===== config.mk =====
export PLATFORM = sky130hd
export DESIGN_NAME = hazard_stall_gen
export DESIGN_NICKNAME = d
export VERILOG_FILES = /design/src/rtl/hazard_stall_gen.sv
export SDC_FILE = /design/constraint.sdc
export NUM_CORES = 1
export LEC_CHECK = 0
export ABC_AREA = 1
export CORE_MARGIN = 2
export CORE_UTILIZATION = 30
export DETAILED_ROUTE_END_ITERATION = 8
export REMOVE_ABC_BUFFERS = 1
export SYNTH_ARGS = -nofsm -noshare
export SYNTH_HDL_FRONTEND = slang
export SYNTH_SLANG_ARGS = --single-unit

===== constraint.sdc =====
create_clock -name clock -period 2.1 [get_ports clock]
set_input_delay 0.525 -clock clock [delete_from_list [all_inputs] [get_ports clock]]
set_output_delay 0.525 -clock clock [all_outputs]
set_load 0.005 [all_outputs]

===== src/rtl/hazard_stall_gen.sv =====
// Pipeline stall/flush generator: load-use interlock, multi-cycle execute hold,
// data-memory wait with sticky timeout, and a saturating stall-cycle counter.
module hazard_stall_gen #(
  parameter int MC_LATENCY = 4,
  parameter int MAX_WAIT   = 16,
  parameter int CNT_W      = 16
) (
  input  logic             clock,
  input  logic             reset,
  input  logic             dec_valid,
  input  logic [4:0]       dec_rs1,
  input  logic [4:0]       dec_rs2,
  input  logic             dec_rs1_used,
  input  logic             dec_rs2_used,
  input  logic             exe_valid,
  input  logic [4:0]       exe_rd,
  input  logic             exe_is_load,
  input  logic             exe_mc_start,
  input  logic             mem_ready,
  input  logic             branch_taken,
  output logic             stall,
  output logic             flush,
  output logic             mem_timeout,
  output logic [CNT_W-1:0] stall_count
);

  typedef enum logic [1:0] {
    IDLE      = 2'd0,
    MC_BUSY   = 2'd1,
    LOAD_WAIT = 2'd2,
    FLUSH     = 2'd3
  } state_t;

  localparam logic [7:0] MC_LOAD  = 8'(MC_LATENCY - 1);
  localparam logic [7:0] WAIT_END = 8'(MAX_WAIT - 1);

  state_t     state;
  logic [7:0] mc_cnt;
  logic [7:0] wait_cnt;
  logic       load_hazard;
  logic       stall_raw;

  function automatic logic [CNT_W-1:0] sat_inc(input logic [CNT_W-1:0] v);
    return (&v) ? v : v + 1'b1;
  endfunction

  // x0 is hard-wired zero, so a load targeting it can never feed a consumer.
  assign load_hazard = dec_valid & exe_valid & exe_is_load & (exe_rd != 5'd0) &
                       ((dec_rs1_used & (dec_rs1 == exe_rd)) |
                        (dec_rs2_used & (dec_rs2 == exe_rd)));

  always_comb begin
    stall_raw = 1'b0;
    case (state)
      IDLE:      stall_raw = load_hazard | exe_mc_start;
      MC_BUSY:   stall_raw = 1'b1;
      LOAD_WAIT: stall_raw = ~mem_ready;
      FLUSH:     stall_raw = 1'b0;
      default:   stall_raw = 1'b0;
    endcase
  end

  // Gating with reset keeps the request low while the core is held in reset.
  assign stall = stall_raw & reset;

  always_ff @(posedge clock or negedge reset) begin
    if (!reset) begin
      state       <= IDLE;
      mc_cnt      <= 8'd0;
      wait_cnt    <= 8'd0;
      flush       <= 1'b0;
      mem_timeout <= 1'b0;
      stall_count <= '0;
    end else begin
      flush <= 1'b0;
      if (stall) stall_count <= sat_inc(stall_count);
      case (state)
        IDLE: begin
          // A taken branch squashes a multi-cycle op starting in the same cycle.
          if (branch_taken) begin
            state <= FLUSH;
            flush <= 1'b1;
          end else if (exe_mc_start) begin
            state  <= MC_BUSY;
            mc_cnt <= MC_LOAD;
          end else if (load_hazard) begin
            state    <= LOAD_WAIT;
            wait_cnt <= 8'd0;
          end
        end
        MC_BUSY: begin
          if (mc_cnt == 8'd0) state <= IDLE;
          else                mc_cnt <= mc_cnt - 8'd1;
        end
        LOAD_WAIT: begin
          if (mem_ready) begin
            state <= IDLE;
          end else if (wait_cnt == WAIT_END) begin
            state       <= IDLE;
            mem_timeout <= 1'b1;
          end else begin
            wait_cnt <= wait_cnt + 8'd1;
          end
        end
        FLUSH:   state <= IDLE;
        default: state <= IDLE;
      endcase
    end
  end

endmodule


Word-level counts from Yosys, hierarchy flattened
Index checks and enable logic that the tools add are counted.
Widths: inputs -> output; s select.
Operators by class
  add/subtract/negate cells: 3
  eq/ne operators: 16
  multiplexer cells: 20
  bitwise gates (word level): 11
  reduce and logical (&&, ||, !) cells: 11
Operators by type and width (number)
  $mux 8: 8
  $pmux 8 s2: 2
  $add 16x1->16 const B: 1
  $ne 2x2->1 const B: 8
  $reduce_and 16->1: 1
  $mux 2: 6
  $eq 5x5->1: 2
  $add 8x1->8 const B: 1
  $eq 8x4->1 const B: 1
  $logic_not 8->1: 1
  $pmux 2 s4: 1
  $sub 8x1->8 const B: 1
  $and 1x1->1: 7
  $reduce_and 3->1: 2
  $reduce_and 6->1: 1
  $reduce_bool 5->1: 1
  $eq 2x2->1 const B: 2
  $ne 4x4->1 const B: 1
  $pmux 1 s4: 1
  $reduce_and 4->1: 1
  $reduce_bool 2->1: 2
  $ne 3x3->1 const B: 1
  $eq 2x1->1 const B: 1
  $logic_not 2->1: 1
  other kinds (4): 7
Word-level totals
  register bits after elaboration: 36
  output and inout port bits: 19
  logic and storage cells: 67

Longest topological paths before layout
  depth after elaboration: 8
  depth in mapped cells: 12
  mapped depth without buffers: 11

Least setup slack after synthesis
OpenSTA, ideal clock, no wires.
  path kind: input -> output
  start point: input port mem_ready
  end point: output port stall
  arrival: 1166 ps
  slack: 409 ps
  stages on the path: 4
  buffers on the path: 1
  cells stage by stage: nor2_1 -> o21a_1 -> buf_2 -> a21boi_0
On the way
  cells in the longest elaborated chain, start to end: 3
RTL lines
  from (decl): RTL line 19  | input logic mem_ready,
  $not 1->1 (no line)
  $pmux 1 s4: RTL line 54  | case (state)
  $and 1x1->1: RTL line 64  | assign stall = stall_raw & reset;
  to (decl): RTL line 21  | output logic stall,
No other way between the ends.

Final worst setup path
  start point: input port dec_valid
  end point: output port stall
On the way
  cells in the longest elaborated chain, start to end: 7
RTL lines
  from (decl): RTL line 10  | input logic dec_valid,
  $and 1x1->1 (4 in series): RTL line 48  | assign load_hazard = dec_valid & exe_valid & exe_is_load & (exe_rd != 5'd0) &
  $or 1x1->1: RTL line 55  | IDLE: stall_raw = load_hazard | exe_mc_start;
  $pmux 1 s4: RTL line 54
  $and 1x1->1: RTL line 64
No other way between the ends.

==> flow_summary.toml <==
[place]
place_ws_ns = -0.779
place.gp.congestion = 0.810
place_hpwl_microns = 4140
port_buffers = 43

[yosys]
syn_area_sq_um = 2360
synth_top_area_cell = "dfrtp_1"
synth_seq_area_share_pct = 38.2
synth-seq-cells = 36
syn_avg_cell_area_sq_um = 7.17
synthFlopType = "dfrtp_1"
synth.yosys.warnings = 0
synth_cell_types = 29
synthArstFlopShare_pct = 100
synth_top_cell_area_share_pct = 38.2
synthesis.instances = 329
synth_area_leaders = "dfrtp_1, nand2_1, nor2_1, nand4_1, inv_1"
synthTopCellsByCount = "nand2_1, nor2_1, dfrtp_1"
synth_most_common_cell = "nand2_1"
synth-edff-count = 0

[power]
combPwrFrac_pct = 43.0
p_int_uw = 1550
vdd_drop_max_mv = 0.282
leakage_uw = 0.00147
sw_frac_of_total_pct = 38.6
switchingPower_uw = 974
clkPwrFrac_pct = 20.2
p_seq_share_pct = 36.8
pwr_density_cell_nw_per_um2 = 835

[final_layout]
layout.nets = 412
num_antenna_cells = 0
drive_gt1_share_pct = 11.5
postLayoutCoreUtil_pct = 39.3
syn2layout_area_growth_pct = 28.2

[timing]
worst_pin_slew_ns = 0.461
relSlewSlack_pct = 69.3
clock_skew_ns = 0.00510
max_freq_mhz = 492
slew_viol_final = 0
hold_viol = 0
rsz0062_at_grt = "false"
min_period_over_period_pct = 96.7
period_minus_slack_ns = 2.03
setup_ws_ns = 0.0691
setup_violations = 0

[clock_network]
htreeDepth = 2
hold_buffers = 0
cts_tree = "done"
clock_latency_ns = 0.28
clockRootBuffer = "clkbuf_8"
cts_buffers = 5
cts.clk_slew.worst_paths_ns = 0.07
cts.sinks = 36
cts_buffer_depth = 2

[die]
design.die.area_sq_um = 8590
coreArea_sq_um = 7690
fp.dieH_microns = 92.7
pin_count = 44
initial_utilization_pct = 30.7
die_w_microns = 92.7
num_rows = 32

[worst_setup_path]
crit_required_ns = 1.57
reg2reg_to = "stall_count[6]$_DFFE_PN0P_"
path_cells = "clkdlybuf4s50_1 > nand4_1 > inv_1 > nand2_2 > a21boi_2 > buf_2"
rr_worst_depth = 9
critical_path_class = "in2out"
critPathLaunchType = "primary input"
worst-path-stages = 6
cp.arrival_ns = 1.51
crit_family = "buffers and inverters"
rr_startpoint = "stall_count[0]$_DFFE_PN0P_"
max_stage_delay_ns = 0.46
reg2reg_slack_ns = 0.27
slowest_stage = "clkdlybuf4s50_1"
crit_buf_inv = 3
path_max_fanout = 2
cp-end-kind = "output port"
worstSetupEndpoint = "stall"
worstSetupStartpoint = "dec_valid"

[drt]
drt_first_iter_violations = 91
first_pass_iters = 4
wirelength_microns = 5550
via_per_inst = 4.57
ant_nets = 0
routed-via-count = 2219
wl_per_cell_microns = 11.4
drc_errors = 0

[global_route]
grt_pass1_vias = 2158
antenna_found_initial = 0
grt_usage_pct = 14.2
grt.overflow.total = 0
grt_max_degree = 37
grt_pass1_wl_microns = 9930

[flow_run]
maxCapViolCount = 0

[hold_path]
hp-class = "in2async"

[status]
outcome = "completed"
[worst min path at each step]
stage,to,cells past startpoint
floorplan,flush$_DFF_PN0_,0
global placement,mem_timeout$_DFFE_PN0P_,1
detailed placement,mem_timeout$_DFFE_PN0P_,1
CTS,wait_cnt[5]$_DFFE_PN0P_,2
global route,wait_cnt[6]$_DFFE_PN0P_,2
finish,wait_cnt[6]$_DFFE_PN0P_,2
[logic make-up (layout without fill, tap and decap cells)]
kind of cell	count (synthesis)	in the layout	synth area share, %
compound gates	24	24	6.10
xor+xnor	19	19	7.06
fa+ha+maj	4	4	2.12
buf+inv	41	96	7.27
flops	36	36	38.2
simple gates	205	205	39.3
[per-stage QoR]
step	hold slack [ns]	area (sq um)	instances	total power, uW	TNS [ns]
after floorplan	0.229	2310	322	1570	0
after global placement	0.458	2960	478	2030	-3.29
after detailed placement	0.464	2960	478	2040	-3.89
after CTS	0.347	3040	486	2550	0
after global routing	0.361	3020	486	2760	0
final	0.322	3020	486	2520	0
[cell type report]
cell class | instances | area, sq um
clock buffers | 8 | 90.1
flip-flops and latches | 36 | 901
multi-input cells | 252 | 1300
inverters | 34 | 128
well taps | 102 | 128
fillers | 824 | 4660
repair buffers | 54 | 477
[layout by cell type, fill, tap and decap left out, drive strengths merged]
master         Yosys  layout
o21a               1       1
nand2            111     111
xor2               8       8
a21oi              2       2
xnor2             11      11
nand4             21      21
dlygate4sd2        0      11
buf                7      13
nor2              44      44
ha                 4       4
clkbuf             0      13
a21boi             1       1
nand3b             4       4
nand3             22      22
a22oi              1       1
nor3               1       1
or2                2       2
o31ai              4       4
a31o               1       1
a31oi              2       2
dfrtp             36      36
o21ai             12      12
inv               34      34
clkdlybuf4s15      0       2
clkdlybuf4s50      0      23
[power by group through the flow]
stage | clock (uW) | combinational (uW) | sequential, uW
3_5_place_dp | 0 | 1100 | 940
4_1_cts | 528 | 1100 | 929
2_1_floorplan | 0 | 640 | 929
5_1_grt | 563 | 1250 | 952
6_report | 509 | 1090 | 930
3_3_place_gp | 0 | 1090 | 936
[metal layers]
layer	vias up	global-route usage (%)	share of wire (%)
met3	5	2.36	2.4
li1	1168	-	-
met1	1013	19.7	50
met2	33	22.9	46
met4	0	3.80	0.94
met5	-	0	0
[sequential cells by signal, summed over array words and instances, names as in the netlist]
register     flops
mem_timeout      1
stall_count     16
state            2
mc_cnt           8
flush            1
wait_cnt         8
[worst reg2reg max path, delay by kind of cell (launching register included)]
family        cells  cell delay [ns]
flops             1             0.41
simple gates      8             1.16
fa+ha+maj         1             0.22
[timing repair]
action                     in CTS  in global routing
setup endpoints to repair       1                  1
resized for setup              29                 12
pin swaps                      12                  7
setup buffers                   0                  0
Note: power is estimated with default switching activity, not from simulation.
